--- src/rtl/iir_multi_if.sv ---
// Stream, coefficient-write and clear signals of the time-multiplexed IIR filter.
// The filter uses the slave view; a source/sink driving it uses the master view.
interface iir_multi_if #(
    parameter int DW    = 24,
    parameter int COEFW = 18,
    parameter int CW    = 2,
    parameter int IW    = 3
);
    logic [DW-1:0]    s_axis_tdata;
    logic [CW-1:0]    s_axis_tid;
    logic             s_axis_tvalid;
    logic             s_axis_tready;
    logic [DW-1:0]    m_axis_tdata;
    logic [CW-1:0]    m_axis_tid;
    logic             m_axis_tvalid;
    logic             m_axis_tready;
    logic             coef_wr_valid;
    logic             coef_wr_ready;
    logic [CW-1:0]    coef_wr_ch;
    logic [IW-1:0]    coef_wr_idx;
    logic [COEFW-1:0] coef_wr_data;
    logic             hist_clr;

    modport slave (
        input  s_axis_tdata, s_axis_tid, s_axis_tvalid,
        output s_axis_tready,
        output m_axis_tdata, m_axis_tid, m_axis_tvalid,
        input  m_axis_tready,
        input  coef_wr_valid, coef_wr_ch, coef_wr_idx, coef_wr_data,
        output coef_wr_ready,
        input  hist_clr
    );

    modport master (
        output s_axis_tdata, s_axis_tid, s_axis_tvalid,
        input  s_axis_tready,
        input  m_axis_tdata, m_axis_tid, m_axis_tvalid,
        output m_axis_tready,
        output coef_wr_valid, coef_wr_ch, coef_wr_idx, coef_wr_data,
        input  coef_wr_ready,
        output hist_clr
    );
endinterface

--- src/rtl/iir_multi.sv ---
// Multi-channel direct-form IIR filter sharing one multiplier: one tap per cycle,
// then round/saturate, then hold the result until the sink takes it.
module iir_multi #(
    parameter int DW    = 24,
    parameter int COEFW = 18,
    parameter int COEFQ = 16,
    parameter int ORDER = 2,
    parameter int NCH   = 4,
    parameter int ROUND = 1
) (
    input  logic        clk,
    input  logic        rst_n,
    iir_multi_if.slave  bus
);
    localparam int N    = 2 * ORDER + 1;
    localparam int CW   = (NCH > 1) ? $clog2(NCH) : 1;
    localparam int IW   = $clog2(N);
    localparam int PW   = DW + COEFW;
    localparam int ACCW = DW + COEFW + IW;

    localparam logic signed [ACCW-1:0] RND_ONE = {{(ACCW-COEFQ){1'b0}}, 1'b1, {(COEFQ-1){1'b0}}};
    localparam logic signed [ACCW-1:0] SAT_MAX = {{(ACCW-DW+1){1'b0}}, {(DW-1){1'b1}}};
    localparam logic signed [ACCW-1:0] SAT_MIN = {{(ACCW-DW+1){1'b1}}, {(DW-1){1'b0}}};
    localparam logic signed [COEFW-1:0] COEF_ONE = COEFW'(1) << COEFQ;

    typedef enum logic [1:0] {IDLE, MAC, RND, OUT} state_t;

    state_t r_state, w_state_next;

    logic signed [COEFW-1:0] r_coef [NCH][N];
    logic signed [DW-1:0]    r_xh   [NCH][ORDER];
    logic signed [DW-1:0]    r_yh   [NCH][ORDER];

    logic signed [DW-1:0]    r_x;
    logic [CW-1:0]           r_ch;
    logic [IW-1:0]           r_tap;
    logic signed [ACCW-1:0]  r_acc;
    logic signed [DW-1:0]    r_out_data;
    logic [CW-1:0]           r_out_tid;

    logic                    w_idle, w_accept, w_in_range, w_coef_we;
    logic signed [DW-1:0]    w_opnd;
    logic signed [COEFW-1:0] w_coef;
    logic signed [PW-1:0]    w_prod;
    logic signed [ACCW-1:0]  w_prod_ext, w_sum, w_shr;
    logic signed [DW-1:0]    w_sat;

    assign w_idle      = (r_state == IDLE);
    assign w_in_range  = (int'(bus.s_axis_tid) < NCH);
    assign w_accept    = bus.s_axis_tvalid && bus.s_axis_tready;
    assign w_coef_we   = w_idle && bus.coef_wr_valid &&
                         (int'(bus.coef_wr_idx) < N) && (int'(bus.coef_wr_ch) < NCH);

    assign bus.s_axis_tready = w_idle && !bus.hist_clr;
    assign bus.coef_wr_ready = w_idle;
    assign bus.m_axis_tvalid = (r_state == OUT);
    assign bus.m_axis_tdata  = r_out_data;
    assign bus.m_axis_tid    = r_out_tid;

    // Tap order: k=0 new sample, then x history, then y history (feedback pre-negated).
    always_comb begin
        w_opnd = r_x;
        for (int k = 1; k <= ORDER; k++) begin
            if (int'(r_tap) == k)         w_opnd = r_xh[r_ch][k-1];
            if (int'(r_tap) == k + ORDER) w_opnd = r_yh[r_ch][k-1];
        end
    end

    assign w_coef     = r_coef[r_ch][r_tap];
    assign w_prod     = w_opnd * w_coef;
    assign w_prod_ext = {{IW{w_prod[PW-1]}}, w_prod};
    assign w_sum      = r_acc + ((ROUND != 0) ? RND_ONE : '0);
    assign w_shr      = w_sum >>> COEFQ;

    always_comb begin
        if (w_shr > SAT_MAX)      w_sat = SAT_MAX[DW-1:0];
        else if (w_shr < SAT_MIN) w_sat = SAT_MIN[DW-1:0];
        else                      w_sat = w_shr[DW-1:0];
    end

    always_comb begin
        w_state_next = r_state;
        case (r_state)
            IDLE: if (w_accept && w_in_range)     w_state_next = MAC;
            MAC:  if (int'(r_tap) == N - 1)       w_state_next = RND;
            RND:                                  w_state_next = OUT;
            OUT:  if (bus.m_axis_tready)          w_state_next = IDLE;
            default:                              w_state_next = IDLE;
        endcase
    end

    always_ff @(posedge clk or negedge rst_n) begin
        if (!rst_n) begin
            r_state    <= IDLE;
            r_x        <= '0;
            r_ch       <= '0;
            r_tap      <= '0;
            r_acc      <= '0;
            r_out_data <= '0;
            r_out_tid  <= '0;
            for (int c = 0; c < NCH; c++) begin
                for (int k = 0; k < N; k++)
                    r_coef[c][k] <= (k == 0) ? COEF_ONE : '0;
                for (int k = 0; k < ORDER; k++) begin
                    r_xh[c][k] <= '0;
                    r_yh[c][k] <= '0;
                end
            end
        end else begin
            r_state <= w_state_next;

            if (w_coef_we)
                r_coef[bus.coef_wr_ch][bus.coef_wr_idx] <= $signed(bus.coef_wr_data);

            if (w_idle && bus.hist_clr) begin
                for (int c = 0; c < NCH; c++) begin
                    for (int k = 0; k < ORDER; k++) begin
                        r_xh[c][k] <= '0;
                        r_yh[c][k] <= '0;
                    end
                end
            end

            // Out-of-range channels are handshaken but never latched.
            if (w_accept && w_in_range) begin
                r_x   <= $signed(bus.s_axis_tdata);
                r_ch  <= bus.s_axis_tid;
                r_tap <= '0;
            end

            if (r_state == MAC) begin
                r_tap <= r_tap + 1'b1;
                r_acc <= (r_tap == '0) ? w_prod_ext : r_acc + w_prod_ext;
            end

            if (r_state == RND) begin
                r_out_data <= w_sat;
                r_out_tid  <= r_ch;
                for (int k = ORDER - 1; k >= 1; k--) begin
                    r_xh[r_ch][k] <= r_xh[r_ch][k-1];
                    r_yh[r_ch][k] <= r_yh[r_ch][k-1];
                end
                r_xh[r_ch][0] <= r_x;
                r_yh[r_ch][0] <= w_sat;
            end
        end
    end
endmodule
--- src/flat_wrapper.sv ---
// flat-port wrapper written by rule: the top's interface ports become plain ports
module iir_multi_flat 
#(
    parameter int DW    = 24,
    parameter int COEFW = 18,
    parameter int COEFQ = 16,
    parameter int ORDER = 2,
    parameter int NCH   = 4,
    parameter int ROUND = 1
)
  (clk, rst_n, bus_s_axis_tdata, bus_s_axis_tid, bus_s_axis_tvalid, bus_s_axis_tready, bus_m_axis_tdata, bus_m_axis_tid, bus_m_axis_tvalid, bus_m_axis_tready, bus_coef_wr_valid, bus_coef_wr_ch, bus_coef_wr_idx, bus_coef_wr_data, bus_coef_wr_ready, bus_hist_clr);
  iir_multi_if #(.DW(DW), .COEFW(COEFW)) bus_i ();
  input  logic clk;
  input  logic rst_n;
  input wire logic [$bits(bus_i.s_axis_tdata)-1:0] bus_s_axis_tdata;
  input wire logic [$bits(bus_i.s_axis_tid)-1:0] bus_s_axis_tid;
  input wire logic [$bits(bus_i.s_axis_tvalid)-1:0] bus_s_axis_tvalid;
  output wire logic [$bits(bus_i.s_axis_tready)-1:0] bus_s_axis_tready;
  output wire logic [$bits(bus_i.m_axis_tdata)-1:0] bus_m_axis_tdata;
  output wire logic [$bits(bus_i.m_axis_tid)-1:0] bus_m_axis_tid;
  output wire logic [$bits(bus_i.m_axis_tvalid)-1:0] bus_m_axis_tvalid;
  input wire logic [$bits(bus_i.m_axis_tready)-1:0] bus_m_axis_tready;
  input wire logic [$bits(bus_i.coef_wr_valid)-1:0] bus_coef_wr_valid;
  input wire logic [$bits(bus_i.coef_wr_ch)-1:0] bus_coef_wr_ch;
  input wire logic [$bits(bus_i.coef_wr_idx)-1:0] bus_coef_wr_idx;
  input wire logic [$bits(bus_i.coef_wr_data)-1:0] bus_coef_wr_data;
  output wire logic [$bits(bus_i.coef_wr_ready)-1:0] bus_coef_wr_ready;
  input wire logic [$bits(bus_i.hist_clr)-1:0] bus_hist_clr;
  assign bus_i.s_axis_tdata = bus_s_axis_tdata;
  assign bus_i.s_axis_tid = bus_s_axis_tid;
  assign bus_i.s_axis_tvalid = bus_s_axis_tvalid;
  assign bus_s_axis_tready = bus_i.s_axis_tready;
  assign bus_m_axis_tdata = bus_i.m_axis_tdata;
  assign bus_m_axis_tid = bus_i.m_axis_tid;
  assign bus_m_axis_tvalid = bus_i.m_axis_tvalid;
  assign bus_i.m_axis_tready = bus_m_axis_tready;
  assign bus_i.coef_wr_valid = bus_coef_wr_valid;
  assign bus_i.coef_wr_ch = bus_coef_wr_ch;
  assign bus_i.coef_wr_idx = bus_coef_wr_idx;
  assign bus_i.coef_wr_data = bus_coef_wr_data;
  assign bus_coef_wr_ready = bus_i.coef_wr_ready;
  assign bus_i.hist_clr = bus_hist_clr;
  iir_multi #(.DW(DW), .COEFW(COEFW), .COEFQ(COEFQ), .ORDER(ORDER), .NCH(NCH), .ROUND(ROUND)) u_core (.clk(clk), .rst_n(rst_n), .bus(bus_i));
endmodule
--- config.mk ---
export PLATFORM = sky130hd
export DESIGN_NAME = iir_multi_flat
export DESIGN_NICKNAME = d
export VERILOG_FILES = /design/src/rtl/iir_multi_if.sv /design/src/rtl/iir_multi.sv /design/src/flat_wrapper.sv
export SDC_FILE = /design/constraint.sdc
export NUM_CORES = 2
export LEC_CHECK = 0
export ABC_AREA = 1
export BUFFER_PORTS_ARGS = -buffer_cell sky130_fd_sc_hd__buf_4
export CAP_MARGIN = 0
export CORE_ASPECT_RATIO = 0.6
export CORE_MARGIN = 10
export CORE_UTILIZATION = 60
export DETAILED_ROUTE_END_ITERATION = 8
export PLACE_DENSITY_LB_ADDON = 0.1
export SKIP_CTS_REPAIR_TIMING = 1
export SYNTH_ARGS = -nofsm -noshare
export SYNTH_HDL_FRONTEND = slang
export SYNTH_SLANG_ARGS = --single-unit
--- constraint.sdc ---
create_clock -name clk -period 16.3 [get_ports clk]
set_clock_uncertainty 0.15 [all_clocks]
set_input_delay 1.63 -clock clk [delete_from_list [all_inputs] [get_ports clk]]
set_output_delay 1.63 -clock clk [all_outputs]
set_load 0.03 [all_outputs]
==> metrics.csv <==
metric,value,unit
Avg Vias per Cell,5.99,
Post-synth EDFFs,0,
"FFs w/ async S/R, synth",1.00,
Met1 Routed Length,85700,µm
global-route wire length before repair,301000,µm
Die X,423,µm
worst endpoint required time,16.73,ns
TritonCTS clock tree,built,
Main synth FF type,dfrtp_1,
clock-pin slew on the worst setup and hold paths,0.06,ns
xor and xnor area share after synthesis,0.00808,
worst skew pair latency,0.73,ns
max layer used,met5,
Synth top area share,0.360,
Gate Count Post-Synth,7469,
Hold Crit Endpoint,u_core.bus.m_axis_tid[0],
met3 routed WL,29700,µm
met2 WL,74000,µm
final period utilization,0.763,
crit-path most repeated cell,nand2_1,
Yosys top cell by area,dfrtp_1,
worst flop-to-flop path startpoint,u_core.r_ch[1],
Sink Count,846,
total track usage,0.349,
post-synthesis simple-gate area fraction,0.222,
Yosys cell types,57,
Setup Crit Path Kind,reg -> reg,
total number of vias,52000,
Max Freq,80.5,MHz
final critical-path required period,12.43,ns
Critical Path AT,12.86,ns
drt first pass iters,8,
FF-to-FF End,u_core.r_acc[43],
outcome,"complete, no violations",
"commonest non-fill, non-tap cell in the layout",nand2_1,
mux contribution to synthesized area,0,
setup TNS,0,ns
final RePlAce weighted congestion,1.05,
sequential-to-total area share from yosys stat,0.362,
Synth warnings,0,
initial antenna violation count,4,
headroom to the max-slew limit,0.0702,
vias in the first global route,49400,
Max clock buf depth,3,
IO buf count,83,
worst-path fanout max,69,
row count,88,
Worst Hold Class,reg -> reg,
final hold viol count,0,
first-iteration detailed-routing DRC count,6903,
Slew @ Worst Pin,1.39,ns
I/O pins,84,
largest net degree at the start of global routing,208,
H-tree levels,3,
RSZ-0062 raised after global routing,no,
Synth Area in Compound Gates,0.131,
Detail Placement HPWL,135000,µm
most frequent cells in the layout,"2053 x nand2_1, 997 x inv_1, 842 x dfrtp_1",
Post-DRT Antenna Nets,0,
mean area per synthesized cell,7.84,µm²
Reg2Reg Setup Slack,3.87,ns
count of final setup violators,0,
crit path launch type,register,
max incr delay on CP,1.06,ns
GR Overflow Total,0,
Slowest cell on crit path,a21oi_1,
synth top area cells,"dfrtp_1 36%, fa_1 15%, nand2_1 13%",
Nets,7946,
Max Cap Viol,0,
Clk Tree Root Cell,clkbuf_16,
layout cells sized above 1,0.0546,
WL final,195000,µm
Area growth syn-to-layout,6.80,%
DR WL/cell,22.5,µm
synthesized area,58500,µm²
final-report max-slew violation count,0,
HP Start,u_core.bus.m_axis_tid[0],
Residual DRC,0,
Synth Area in Adders,0.181,
Critical Path End Type,register,
synthesis-stage register bit count,846,
Die Height,262,µm
worst hold stages,2,
R2R depth,42,
clock buffer count from CTS,81,
core box area,96500,µm²
Mapped Nets,8113,
Initial Util,0.607,
largest family of logic cells by synthesized area,simple AND/OR/NAND/NOR gates,
area of the die,111000,µm²
==> worst max-delay path, delay by kind of cell, from the launching register on <==
| family | cells | cell delay (ns) |
|---|---|---|
| AOI/OAI and AO/OA | 3 | 1.24 |
| DFF | 1 | 0.56 |
| adders and majority gates | 8 | 3.85 |
| buffers and inverters | 6 | 1.75 |
| and+or+nand+nor | 25 | 4.63 |
==> cells by family (layout without fill, tap and decap cells) <==
logic type	Yosys count	in the layout
simple gates	3172	3172
buf+inv	1448	1348
compound gates	1360	1360
flops	846	846
fa+ha+maj	589	589
xor+xnor	54	54
other cells	0	1
==> cells in the mapped netlist, drive strengths merged, types with 18 or more instances <==
cell type  count
nor2         379
fa           426
inv         1029
nand2       2078
clkbuf       253
a22oi        158
dfrtp        842
o21ai        855
nor3          19
a31oi         19
nand4         50
o22ai         56
buf          161
and2          18
xor2          35
a21oi        182
xnor2         19
ha           163
nand3        596
==> sequential cells by signal, indices dropped and copies added, names as in the netlist <==
register,cells
u_core.r_x,24
u_core.r_xh,192
u_core.bus.m_axis_tid,2
u_core.r_ch,2
u_core.r_state,2
u_core.r_tap,3
u_core.r_acc,45
u_core.bus.m_axis_tdata,24
u_core.r_yh,192
u_core.r_coef,360
==> metal layers <==
layer  global-route usage  vias up
li1                     -    23400
met1                0.530    25200
met2                0.451     2982
met3                0.145      348
met4               0.0920        6
met5              0.00171        -
==> worst max path at each step <==
stage / start / end / slack [ns]
global route: u_core.r_ch[1] / u_core.r_acc[40] / 3.16
global placement: u_core.r_ch[1] / u_core.r_acc[43] / 4.49
floorplan: u_core.r_tap[2] / u_core.r_acc[23] / 7.66
detailed placement: u_core.r_ch[1] / u_core.r_acc[40] / 4.49
finish: u_core.r_ch[1] / u_core.r_acc[43] / 3.87
CTS: u_core.r_ch[1] / u_core.r_acc[40] / 4.42
==> through the flow <==
step | setup slack (ns) | utilization | instance area (µm²) | hold slack (ns) | std cells
CTS | 4.42 | 0.648 | 62500 | 0.335 | 8674
global placement | 4.49 | 0.620 | 59800 | 0.307 | 8524
finish | 3.87 | 0.648 | 62500 | 0.332 | 8675
global route | 3.16 | 0.648 | 62500 | 0.349 | 8674
detailed placement | 4.49 | 0.620 | 59800 | 0.314 | 8524
floorplan | 7.66 | - | 58500 | 0.296 | 7469
==> area by class of cell <==
class | instances | area (µm²)
repair buffers | 164 | 1330
multi-input cells | 5175 | 31800
fillers | 8502 | 33900
flip-flops and latches | 846 | 21200
well taps | 1305 | 1630
inverters | 1034 | 3900
clock buffers | 106 | 2240
diodes | 1 | 2.50
clock inverters | 44 | 474
Power is left out: the tool's default activity adds up to more than one toggle a clock period on the data nets, which glitch-free logic cannot reach.
